$ cat config.mk
export PLATFORM = sky130hd
export DESIGN_NAME = frame_deser_flat
export DESIGN_NICKNAME = d
export VERILOG_FILES = /design/src/rtl/frame_deser_pkg.sv /design/src/rtl/frame_deser_if.sv /design/src/rtl/frame_deser_collect.sv /design/src/rtl/frame_deser.sv /design/src/flat_wrapper.sv
export SDC_FILE = /design/constraint.sdc
export NUM_CORES = 1
export LEC_CHECK = 0
export ABC_AREA = 1
export ABC_CLOCK_PERIOD_IN_PS = 6600
export CAP_MARGIN = 15
export CORE_MARGIN = 2
export CORE_UTILIZATION = 58
export CTS_CLUSTER_SIZE = 40
export DETAILED_ROUTE_END_ITERATION = 6
export GPL_ROUTABILITY_DRIVEN = 0
export GPL_TIMING_DRIVEN = 0
export MAX_ROUTING_LAYER = met4
export PLACE_DENSITY = 0.91
export SYNTH_ARGS = -nofsm -noshare
export SYNTH_HDL_FRONTEND = slang
export SYNTH_HIERARCHICAL = 1
export SYNTH_SLANG_ARGS = --single-unit
$ cat constraint.sdc
create_clock -name clk -period 6.6 [get_ports clk]
set_input_delay 0.66 -clock clk [delete_from_list [all_inputs] [get_ports clk]]
set_output_delay 0.66 -clock clk [all_outputs]
set_load 0.01 [all_outputs]
$ cat src/rtl/frame_deser_pkg.sv
// Shared width helpers for the frame deserializer slice.
// Latency: n/a (compile-time functions only).
// Backpressure: n/a.
package frame_deser_pkg;

    // Width needed to hold a word count from 0 up to and including length.
    function automatic int count_width(input int length);
        return $clog2(length + 1);
    endfunction

    // Width of a frame sum: one word plus enough headroom for length words.
    function automatic int sum_width(input int data_width, input int length);
        return data_width + $clog2(length);
    endfunction

endpackage

$ cat src/rtl/frame_deser_if.sv
// Word-stream in / frame out bundle for frame_deser (m_sum only with FRAME_DESER_SUM_EN).
// Latency: n/a (wiring only).
// Backpressure: s_ready throttles the word stream, m_ready throttles frame pops.
interface frame_deser_if #(
    parameter int DATA_WIDTH = 8,
    parameter int LENGTH     = 4
);
    import frame_deser_pkg::*;

    localparam int CW = count_width(LENGTH);

    // Word stream side
    logic                          s_valid;
    logic signed [DATA_WIDTH-1:0]  s_data;
    logic                          s_ready;
    logic                          flush;

    // Frame side
    logic                          m_valid;
    logic                          m_ready;
    logic signed [DATA_WIDTH-1:0]  m_data [0:LENGTH-1];
    logic [CW-1:0]                 m_count;

`ifdef FRAME_DESER_SUM_EN
    localparam int SW = sum_width(DATA_WIDTH, LENGTH);
    logic signed [SW-1:0]          m_sum;

    modport slave (
        input  s_valid, s_data, flush, m_ready,
        output s_ready, m_valid, m_data, m_count, m_sum
    );

    modport master (
        output s_valid, s_data, flush, m_ready,
        input  s_ready, m_valid, m_data, m_count, m_sum
    );
`else
    modport slave (
        input  s_valid, s_data, flush, m_ready,
        output s_ready, m_valid, m_data, m_count
    );

    modport master (
        output s_valid, s_data, flush, m_ready,
        input  s_ready, m_valid, m_data, m_count
    );
`endif

endinterface

$ cat src/rtl/frame_deser_collect.sv
// Collect buffer: gathers words into a frame and decides when a full or flushed partial frame leaves.
// Latency: emit strobes are combinational from this cycle's beat and registered state.
// Backpressure: a partial flush waits for out_free; full frames rely on the top gating s_ready.
// Optional running sum built only with FRAME_DESER_SUM_EN.
module frame_deser_collect
    import frame_deser_pkg::*;
#(
    parameter int DATA_WIDTH = 8,
    parameter int LENGTH     = 4,
    localparam int CW        = count_width(LENGTH)
) (
    input  logic                          clk,
    input  logic                          reset_n,
    input  logic                          beat,
    input  logic signed [DATA_WIDTH-1:0]  data,
    input  logic                          flush,
    input  logic                          out_free,
    output logic                          at_last,
    output logic                          frame_done,
    output logic                          partial_done,
    output logic signed [DATA_WIDTH-1:0]  emit_data [LENGTH],
    output logic [CW-1:0]                 emit_count
`ifdef FRAME_DESER_SUM_EN
    ,
    output logic signed [sum_width(DATA_WIDTH, LENGTH)-1:0] emit_sum
`endif
);

    localparam logic [CW-1:0] LAST = CW'(LENGTH - 1);

    logic [CW-1:0]                idx;
    logic                         flush_pend;
    logic signed [DATA_WIDTH-1:0] col      [LENGTH];
    logic signed [DATA_WIDTH-1:0] col_next [LENGTH];
    logic [CW-1:0]                fill;
    logic                         emit;

    assign at_last = (idx == LAST);

    // Write this cycle's word into its slot so an emit in the same cycle already includes it
    always_comb begin
        for (int i = 0; i < LENGTH; i++) begin
            col_next[i] = (beat && idx == CW'(i)) ? data : col[i];
        end
    end

    // Emit decision: a completing beat wins; otherwise a pending flush goes once the output is free
    always_comb begin
        fill         = idx + CW'(beat);
        frame_done   = beat && at_last;
        partial_done = !frame_done && flush_pend && out_free && (fill != '0);
        emit         = frame_done || partial_done;
        emit_count   = fill;
        // Slots beyond the fill level read as zero so a partial frame never carries stale words
        for (int i = 0; i < LENGTH; i++) begin
            emit_data[i] = (CW'(i) < fill) ? col_next[i] : '0;
        end
    end

    // Slot index, stored words and sticky flush request
    always_ff @(posedge clk) begin
        if (!reset_n) begin
            idx        <= '0;
            flush_pend <= 1'b0;
            for (int i = 0; i < LENGTH; i++) begin
                col[i] <= '0;
            end
        end else begin
            idx <= emit ? '0 : fill;
            for (int i = 0; i < LENGTH; i++) begin
                col[i] <= col_next[i];
            end
            // A pending flush is consumed by any emit, and dropped when there is nothing to send;
            // a new flush request always re-arms it
            flush_pend <= flush || (flush_pend && !emit && (fill != '0));
        end
    end

`ifdef FRAME_DESER_SUM_EN
    localparam int SW = sum_width(DATA_WIDTH, LENGTH);

    logic signed [SW-1:0] acc;
    logic signed [SW-1:0] data_ext;
    logic signed [SW-1:0] sum_next;

    assign data_ext = {{(SW-DATA_WIDTH){data[DATA_WIDTH-1]}}, data};
    assign sum_next = beat ? (acc + data_ext) : acc;
    assign emit_sum = sum_next;

    // Running sum of the frame being collected; restarts whenever a frame leaves
    always_ff @(posedge clk) begin
        if (!reset_n) begin
            acc <= '0;
        end else begin
            acc <= emit ? '0 : sum_next;
        end
    end
`endif

endmodule

$ cat src/rtl/frame_deser.sv
// Serial-to-parallel frame deserializer: LENGTH signed words in, one parallel frame out.
// Latency: frame valid the cycle after its last word is accepted; flushed partial one cycle after flush.
// Backpressure: s_ready drops only when the output is still held and the collect buffer is on its last slot.
// FRAME_DESER_SUM_EN adds the m_sum frame-sum output.
module frame_deser
    import frame_deser_pkg::*;
#(
    parameter int DATA_WIDTH = 8,
    parameter int LENGTH     = 4
) (
    input  logic          clk,
    input  logic          reset_n,
    frame_deser_if.slave  bus
);

    localparam int CW = count_width(LENGTH);

    logic                         beat;
    logic                         pop;
    logic                         out_free;
    logic                         at_last;
    logic                         frame_done;
    logic                         partial_done;
    logic signed [DATA_WIDTH-1:0] emit_data [LENGTH];
    logic [CW-1:0]                emit_count;

`ifdef FRAME_DESER_SUM_EN
    localparam int SW = sum_width(DATA_WIDTH, LENGTH);
    logic signed [SW-1:0]         emit_sum;
`endif

    // Registered-only ready: a full frame can never arrive while the output is occupied,
    // so a pop and a frame completion never have to be resolved in the same cycle
    assign bus.s_ready = reset_n && !(bus.m_valid && at_last);
    assign beat        = bus.s_valid && bus.s_ready;
    assign pop         = bus.m_valid && bus.m_ready;
    assign out_free    = !bus.m_valid || pop;

    frame_deser_collect #(
        .DATA_WIDTH (DATA_WIDTH),
        .LENGTH     (LENGTH)
    ) u_collect (
        .clk          (clk),
        .reset_n      (reset_n),
        .beat         (beat),
        .data         (bus.s_data),
        .flush        (bus.flush),
        .out_free     (out_free),
        .at_last      (at_last),
        .frame_done   (frame_done),
        .partial_done (partial_done),
        .emit_data    (emit_data),
        .emit_count   (emit_count)
`ifdef FRAME_DESER_SUM_EN
        ,
        .emit_sum     (emit_sum)
`endif
    );

    // Output frame register: loads on any emit (even while popping), otherwise holds; valid drops on pop
    always_ff @(posedge clk) begin
        if (!reset_n) begin
            bus.m_valid <= 1'b0;
            bus.m_count <= '0;
            for (int i = 0; i < LENGTH; i++) begin
                bus.m_data[i] <= '0;
            end
`ifdef FRAME_DESER_SUM_EN
            bus.m_sum   <= '0;
`endif
        end else if (frame_done || partial_done) begin
            bus.m_valid <= 1'b1;
            bus.m_count <= emit_count;
            for (int i = 0; i < LENGTH; i++) begin
                bus.m_data[i] <= emit_data[i];
            end
`ifdef FRAME_DESER_SUM_EN
            bus.m_sum   <= emit_sum;
`endif
        end else if (pop) begin
            bus.m_valid <= 1'b0;
        end
    end

endmodule

$ cat src/flat_wrapper.sv
// flat-port wrapper written by rule: the top's interface ports become plain ports
module frame_deser_flat import frame_deser_pkg::*;
#(
    parameter int DATA_WIDTH = 8,
    parameter int LENGTH     = 4
)
  (clk, reset_n, bus_s_valid, bus_s_data, bus_flush, bus_m_ready, bus_s_ready, bus_m_valid, bus_m_data, bus_m_count);
  frame_deser_if #(.DATA_WIDTH(DATA_WIDTH), .LENGTH(LENGTH)) bus_i ();
  input  logic clk;
  input  logic reset_n;
  input wire logic [$bits(bus_i.s_valid)-1:0] bus_s_valid;
  input wire logic [$bits(bus_i.s_data)-1:0] bus_s_data;
  input wire logic [$bits(bus_i.flush)-1:0] bus_flush;
  input wire logic [$bits(bus_i.m_ready)-1:0] bus_m_ready;
  output wire logic [$bits(bus_i.s_ready)-1:0] bus_s_ready;
  output wire logic [$bits(bus_i.m_valid)-1:0] bus_m_valid;
  output wire logic [$bits(bus_i.m_data)-1:0] bus_m_data;
  output wire logic [$bits(bus_i.m_count)-1:0] bus_m_count;
  assign bus_i.s_valid = bus_s_valid;
  assign bus_i.s_data = bus_s_data;
  assign bus_i.flush = bus_flush;
  assign bus_i.m_ready = bus_m_ready;
  assign bus_s_ready = bus_i.s_ready;
  assign bus_m_valid = bus_i.m_valid;
  assign bus_m_data = {>>{bus_i.m_data}};
  assign bus_m_count = bus_i.m_count;
  frame_deser #(.DATA_WIDTH(DATA_WIDTH), .LENGTH(LENGTH)) u_core (.clk(clk), .reset_n(reset_n), .bus(bus_i));
endmodule
* Word-level counts from Yosys, hierarchy flattened
Memories as Yosys holds them, arrays and structs flattened.
Index checks and enable logic that the tools add are counted.
** Word-level totals
- Output and inout bits :: 37
- Latch bits :: 0
- Logic and storage cells :: 62
- Memory bits (writable) :: 32
- Memories kept :: 1
- Input bits :: 13
- Register bits after elaboration :: 40
- Memory bits (read-only) :: 0
** Operators by class
- Multiply operators :: 0
- Equal/unequal tests :: 3
- Div/mod/pow operators :: 0
- Shifts and indexed selects :: 0
- Add/sub/neg operators :: 1
- Magnitude comparators :: 4
- Bitwise gates (word level) :: 5
- Reduce and logical (&&, ||, !) cells :: 24
- Multiplexer cells :: 16
** Memories
- u_core.u_collect.col :: words 4, width 8, rd ports 4, clocked after memory_dff 0, wr ports 4, RTL line frame_deser_collect.sv:33 : logic signed [DATA_WIDTH-1:0] col [LENGTH];
** Operators by type and width (count)
- 2-to-1 mux 8 bit :: 12
- logical AND 1 bit :: 13
- equality test 3 x 2 -> 1 bit, second input constant :: 2
- < comparator 1 x 3 -> 1 bit, first input constant :: 2
- < comparator 2 x 3 -> 1 bit, first input constant :: 2
- logical NOT 1 bit :: 4
- 2-to-1 mux 1 bit :: 4
- OR 1 bit :: 4
- adder 3 x 1 -> 3 bit :: 1
- equality test 3 x 1 -> 1 bit, second input constant :: 1
- logical NOT 3 bit :: 1
- logical OR 1 bit :: 3
- nonzero test 3 bit :: 1
- nonzero test 2 bit :: 1
- OR reduction 2 bit :: 1
- NOT 1 bit :: 1

* Longest topological paths before layout
Gate-level depths: netlist of run 1.
- Depth after elaboration :: 15
- Depth in mapped cells :: 16
- Mapped depth without buffers :: 15

* Hierarchy
Netlist of run 1, hierarchy kept.
** By module, submodules not included
- frame_deser_collect :: cells each 245, times used 1, sequential area each 720.7 um^2, area an instance 1790.5 um^2
- frame_deser :: cells each 229, times used 1, sequential area each 720.7 um^2, area an instance 1515.2 um^2

* Least setup slack after synthesis of run 1
No wires, ideal clock.
- Path type :: input port to flip-flop
- From :: in reset_n
- To :: reg u_core.bus.m_data[17]
- Required time :: 6.487 ns
- Path buffers :: 2
- Path slack :: 3.835 ns
- Setup time :: 0.113 ns
- Stages :: 15
- Arrival time :: 2.652 ns
- Cells stage by stage :: buf_2 -> inv_1 -> a21oi_1 -> and2_1 -> ha_1 -> ha_1 -> nor2_1 -> nand3_1 -> nand3_1 -> inv_1 -> nor2_4 -> buf_6 -> nand2_1 -> nand2_1 -> nor2_1
** Between the ends
- Elaborated cells between the ends (all ways) :: 14
- Those cells by class :: add/sub: 1; order compare: 1; mux: 2; reduce/logical: 10
** RTL lines
- start: declaration :: RTL line flat_wrapper.sv:10 : input logic reset_n;
- logical AND 1 bit :: RTL line frame_deser.sv:34 : assign bus.s_ready = reset_n && !(bus.m_valid && at_last);
- via bus_s_ready :: RTL line flat_wrapper.sv:15 : output wire logic [$bits(bus_i.s_ready)-1:0] bus_s_ready;
- logical AND 1 bit :: RTL line frame_deser.sv:35 : assign beat = bus.s_valid && bus.s_ready;
- via u_core.beat :: RTL line frame_deser.sv:18 : logic beat;
- adder 3 x 1 -> 3 bit :: RTL line frame_deser_collect.sv:49 : fill = idx + CW'(beat);
- via u_core.emit_count[1] :: RTL line frame_deser.sv:25 : logic [CW-1:0] emit_count;
- nonzero test 3 bit :: RTL line frame_deser_collect.sv:51 : partial_done = !frame_done && flush_pend && out_free && (fill != '0);
- logical AND 1 bit :: RTL line frame_deser_collect.sv:51
- via u_core.partial_done :: RTL line frame_deser.sv:23 : logic partial_done;
- logical OR 1 bit :: RTL line frame_deser.sv:71 : end else if (frame_done || partial_done) begin
- end signal: indexed assignment :: RTL line frame_deser.sv:75 : bus.m_data[i] <= emit_data[i];
- end: declaration :: RTL line frame_deser_if.sv:40 : output s_ready, m_valid, m_data, m_count
The timed path passes the listed nets, and every way through them passes these cells.
A chain may end at the register's enable or synchronous reset.

* Worst setup path in the final report of run 1
- From :: in reset_n
- To :: reg u_core.bus.m_count[1]
** Between the ends
- Elaborated cells between the ends (all ways) :: 10
- Those cells by class :: add/sub: 1; reduce/logical: 9
** RTL lines
- logical AND 1 bit :: RTL line frame_deser.sv:34
- logical AND 1 bit :: RTL line frame_deser.sv:35
- via u_core.beat :: RTL line frame_deser.sv:18
- adder 3 x 1 -> 3 bit :: RTL line frame_deser_collect.sv:49
- via u_core.emit_count[1] :: RTL line frame_deser.sv:25
- nonzero test 3 bit :: RTL line frame_deser_collect.sv:51
- logical AND 1 bit :: RTL line frame_deser_collect.sv:51
- via u_core.partial_done :: RTL line frame_deser.sv:23
- logical OR 1 bit :: RTL line frame_deser.sv:71
- end signal: assignment :: RTL line frame_deser.sv:73 : bus.m_count <= emit_count;
- end: declaration :: RTL line frame_deser_if.sv:40
The timed path passes the listed nets, and every way through them passes these cells.

==> results.ini, run 1 <==
[cts]
cts_made_buffers = 9
cts.repair.resized = 0
cts_buffer_depth = 2
clk_pin_slew_ns = 0.07
cts_tree = yes
clock_latency_ns = 0.35
ctsHoldBuffers = 0
htreeDepth = 3
cts_num_sinks = 72
cts_setup_buffers = 0
clock-root-buffer = clkbuf_8

[sta]
slew-limit-headroom_pct = 69.3
worst_slew_pin_slew_ns = 0.461
finalMaxSlewViolations = 0
finalSetupTns_ns = 0
skew_ns = 0.00707
fmax_mhz = 299
rsz0062_at_grt = false
setup_slack_ns = 3.26
finalSetupViolations = 0
fin_crit_sh_pct = 50.7
fin_crit_ns = 3.34
hold_viol = 0

[pwr]
vdd_drop_max_v = 0.000196
power.density_nw_per_um2 = 256
p_leak_nw = 2.06

[routing]
drt_iter0_markers = 165
wl_mm = 7.47
vias_per_cell = 4.85
ant_nets = 0
drtPass1Iterations = 5
vias = 2965
drt-wirelength-per-cell_um = 12.2
drc = 0

[worst_hold_path]
hp-class = register to register
hp-start = u_core/bus.m_data[13]$_SDFFE_PN0P_

[setup_path]
path_class = input pin to register
crit_start = reset_n
critPathLaunchType = input pin
crit_path_end_kind = register
r2r_start = u_core/u_collect/idx[1]$_SDFF_PP0_
cp.arrival_ns = 3.59
crit_fanout = 10
cp.required_ns = 6.84

[run]
maxCapViolCount = 0

[logic_synthesis]
ys_ff_latch = 72
synthArstFlopShare_pct = 0
synth_nets = 489
syn-cell-area_um2 = 3310
synth_edf_count = 0
synthCells = 474
avgSynthCellArea_um2 = 6.97
synth.area.top_cells = dfxtp_1 44%, nor2_1 16%, nand2_1 12%
ys.flop_type = dfxtp_1
yosysTopAreaCellShare_pct = 43.6
synth_cell_types = 21
yosys_warnings = 6
yosys.area.top_type = dfxtp_1
synth-seq-area-share_pct = 43.6

[global_route]
track_usage_pct = 26.0
grt_pass1_wl_mm = 12.2
overflow = 0
grt_pass1_vias = 2828
antenna_found_initial = 0
grt_start_max_net_pins = 12

[cells_and_area]
drive_gt1_share_pct = 13.0
mostFrequentLayoutCell = nor2_1
syn_to_final_growth_pct = 24.6
final_nets = 549
layout_common_cells = 141 x nor2_1, 106 x nand2_1, 80 x inv_1
utilization_pct = 74.8
fillers = 389
n_antenna_cell = 0

[floorplan]
start_util_pct = 60.0
fp.dieArea_um2 = 6320
io_pins = 50
die_h_um = 79.5
core-area_um2 = 5510
die_x_um = 79.5
placementRows = 27

[placement]
numPortBuffers = 49
hpwlAfterDp_mm = 5.28
post-place-ws_ns = 2.97

[status]
status = finished clean

[kinds of logic (layout without fill, tap and decap cells)]
group           count (synthesis)  in the layout  synth area share (%)
compound gates                 35             35                  8.37
buf+inv                       100            165                  14.0
simple gates                  265            265                  33.3
flops                          72             72                  43.6
fa+ha+maj                       2              2                 0.757
[report_power, final]
| part | switching (mW) | internal (mW) |
|---|---|---|
| sequential | 0.0124 | 0.460 |
| clock | 0.160 | 0.244 |
| combinational | 0.101 | 0.0779 |
| total | 0.273 | 0.783 |
[cells in the mapped netlist (3+ instances only)]
cell      instances
dfxtp_1          72
clkbuf_1          3
o21ai_1           8
nor2_1          141
buf_2             4
o21ai_2          24
nand2_2           7
inv_1            80
nand2_1         106
buf_6            11
nand3_4           3
[per-stage QoR]
step                      total power [mW]  hold WS (ns)  cells  instance area [um2]
after global routing                  1.10         0.538    611                 4120
final                                 1.06         0.514    611                 4120
after floorplan                      0.587         0.452    474                 3310
after global placement               0.652         0.473    595                 3890
after CTS                             1.06         0.507    611                 4120
after detailed placement             0.658         0.480    595                 3890
[layout make-up]
type | count | area (um2) | share of cell area [%]
Buffer | 18 | 155 | 3.77
Clock buffer | 14 | 173 | 4.19
Clock inverter | 2 | 60.1 | 1.46
Inverter | 82 | 308 | 7.47
Multi-Input combinational cell | 302 | 1400 | 34.0
Sequential cell | 72 | 1440 | 35.0
Tap cell | 72 | 90.1 | 2.19
Timing Repair Buffer | 49 | 490 | 11.9
[layer usage]
metal  wire (um)  global-route usage, %  vias to the layer above
li1            -                      -                     1509
met1        3190                   29.9                     1348
met2        3690                   42.9                       82
met3         406                   5.54                       26
met4         183                   12.9                        0
met5           0                      -                        -
[final timing paths]
kind,end,slack [ns],cells past startpoint
max,u_core/bus.m_count[1]$_SDFFE_PN0P_,3.26,16
min,u_core/bus.m_data[13]$_SDFFE_PN0P_,0.51,4
max reg2reg,u_core/bus.m_count[1]$_SDFFE_PN0P_,3.67,15
min reg2reg,u_core/bus.m_data[13]$_SDFFE_PN0P_,0.51,4
[critical path, cell delays in order]
cell	delay (ns)
clkdlybuf4s50_1	0.52
buf_2	0.24
inv_1	0.08
a21oi_1	0.16
and2_1	0.22
ha_1	0.17
ha_1	0.32
nor2_1	0.19
nand3_1	0.18
nand3_1	0.13
inv_1	0.07
nor2_4	0.28
buf_6	0.20
nand2_1	0.06
nand2_1	0.06
nor2_1	0.04
[flip-flops by register name (all words and copies together), names as in the netlist]
name / count
u_core/bus.m_data: 32
u_core/u_collect/col: 32
u_core/bus.m_count: 3
u_core/u_collect/idx: 3
u_core/bus.m_valid: 1
u_core/u_collect/flush_pend: 1
No activity file was read; power rests on OpenSTA's default activity.
==> run 2, diff against run 1 <==
ABC_CLOCK_PERIOD_IN_PS = 3100   (was 6600)
CORE_UTILIZATION = 54   (was 58)
PLACE_DENSITY = 0.86   (was 0.91)
clock period = 3.1 ns   (was 6.6 ns; I/O delays follow)
==> run 2 against run 1 <==
Compared with the run above:
- clock-buffer cell count decreased by 2
- cell count rose by 0.33%
- utilization decreased by 6.1 points
- die area rose by 7.0%
- sequential share of layout area is 0.46 points higher
- power up 92%
- register-to-register slack got worse by 3.3 ns
- critical path type unchanged
- largest cell class unchanged
==> results.ini, run 2 (same netlist as run 1, synthesis figures left out) <==
[status]
status = finished clean

[routing]
ant_nets = 0
drt-wirelength-per-cell_um = 12.2
vias_per_cell = 4.77
vias = 2922
drc = 0
drt_iter0_markers = 206
wl_mm = 7.48
drtPass1Iterations = 4

[sta]
finalMaxSlewViolations = 0
fin_crit_sh_pct = 93.2
fmax_mhz = 346
finalSetupViolations = 0
worst_slew_pin_slew_ns = 0.456
finalSetupTns_ns = 0
whs_ns = 0.485
fin_crit_ns = 2.89
rsz0062_at_grt = false
skew_ns = 0.00433
hold_viol = 0
slew-limit-headroom_pct = 69.6

[global_route]
grt_start_max_net_pins = 11
grt_pass1_vias = 2823
overflow = 0
antenna_found_initial = 0
track_usage_pct = 25.7
grt_pass1_wl_mm = 12.7

[setup_path]
r2r_start = u_core/u_collect/idx[0]$_SDFF_PP0_
critPathLaunchType = input pin
crit_path_max_incr_delay_ns = 0.52
cp.required_ns = 3.34
crit_fanout = 10
cp_cell_sequence = clkdlybuf4s50_1, buf_2, inv_1, a21oi_1, and2_1, ha_1, ha_1, nor2_1, nand3_1, nand3_1, inv_1, nor2_4, buf_4, buf_6, nand2_1, nand2_1, nor2_1
worstRegToRegCells = 16
path_class = input pin to register
path_buf_inv = 6
cpMaxStageDelayCell = clkdlybuf4s50_1
cp.arrival_ns = 3.13
crit_path_end_kind = register
r2r_setup_slack_ns = 0.37
crit_family = buffers and inverters
regToRegEndpoint = u_core/bus.m_data[31]$_SDFFE_PN0P_

[cts]
clk_pin_slew_ns = 0.07
cts.repair.resized = 0
clock-root-buffer = clkbuf_8
cts_made_buffers = 9
cts_num_sinks = 72
cts_buffer_depth = 2
cts_tree = yes
clock_latency_ns = 0.35
htreeDepth = 3

[run]
maxCapViolCount = 0

[cells_and_area]
n_antenna_cell = 0
final_nets = 551
mostFrequentLayoutCell = nor2_1
syn_to_final_growth_pct = 23.0
layout_common_cells = 141 x nor2_1, 106 x nand2_1, 80 x inv_1
fillers = 510
utilization_pct = 68.7
drive_gt1_share_pct = 13.0
layout.cells.non_filler = 613
reg_top3 = u_core/bus.m_data (32), u_core/u_collect/col (32)
fin_area_um2 = 4070

[floorplan]
core-area_um2 = 5920
die_h_um = 82.2
die_x_um = 82.2
io_pins = 50
placementRows = 28
fp.dieArea_um2 = 6760
start_util_pct = 55.8

[placement]
hpwlAfterDp_mm = 5.30
placed_cells = 598
placed_area_um2 = 3890
numPortBuffers = 49

[worst_hold_path]
hp-class = register to register
min_delay_path_depth = 2
holdPathEnd = u_core/u_collect/flush_pend$_SDFF_PN0_
hp-start = u_core/u_collect/flush_pend$_SDFF_PN0_

[pwr]
p_leak_nw = 2.03
vdd_drop_max_v = 0.000346
power.density_nw_per_um2 = 498

run 2: cell count changes in the layout (fill, tap and decap cells not counted):
cell,before,now
bufinv_16,2,0
clkbuf_8,12,11
clkinv_2,0,1
buf_4,0,2
clkbuf_1,5,4
run 2: layout make-up:
cell class	instances	area (um2)	area share, %
flip-flops and latches	72	1440	35.5
multi-input cells	302	1400	34.5
repair buffers	51	505	12.4
inverters	82	308	7.57
clock buffers	12	155	3.82
plain buffers	18	155	3.82
well taps	75	93.8	2.31
clock inverters	1	5.00	0.123
run 2: timing repair:
item | CTS | global route
endpoints found under the setup margin | 0 | 34
hold buffers | 0 | 0
buffers inserted | 0 | 2
run 2: how the worst max path moves through the flow:
stage	from	end	cells after the start
2_1_floorplan	u_core/u_collect/idx[0]$_SDFF_PP0_	u_core/bus.m_data[17]$_SDFFE_PN0P_	15
3_3_place_gp	reset_n	u_core/bus.m_data[3]$_SDFFE_PN0P_	16
3_5_place_dp	reset_n	u_core/bus.m_data[13]$_SDFFE_PN0P_	16
4_1_cts	reset_n	u_core/bus.m_data[31]$_SDFFE_PN0P_	16
5_1_grt	reset_n	u_core/bus.m_data[31]$_SDFFE_PN0P_	17
6_report	reset_n	u_core/bus.m_data[31]$_SDFFE_PN0P_	17
run 2: through the flow:
| stage | power, mW | setup slack, ns |
|---|---|---|
| after global routing | 2.12 | 0.0255 |
| final | 2.02 | 0.210 |
| after CTS | 2.03 | 0.139 |
| after floorplan | 1.25 | 0.637 |
| after detailed placement | 1.40 | -0.214 |
| after global placement | 1.39 | -0.129 |
run 2: where the power goes:
part           internal (mW)  leakage (nW)  switching [mW]
Sequential             0.980         0.586          0.0261
Clock                  0.320        0.0842           0.318
Combinational          0.168          1.36           0.212
Total                   1.47          2.03           0.556
run 2: metal layers:
layer	vias up	track usage (%)	share of wire (%)
met5	-	-	0
met4	0	11.5	1.3
met3	11	4.78	6.7
met2	80	42.7	49
met1	1326	30.4	43
li1	1505	-	-
run 2: worst register-to-register path: cells and delay by family (launching register included):
kind / cells / cell delay (ns)
AOI/OAI and AO/OA: 1 / 0.10
adders and majority gates: 2 / 0.59
buffers and inverters: 3 / 0.37
DFF: 1 / 0.44
and+or+nand+nor: 10 / 1.11
==> run 3, diff against run 2 <==
SLEW_MARGIN = 10   (was not set)
==> results of run 3 <==
No change in the layout: final DEF, timing and power equal those of run 2.
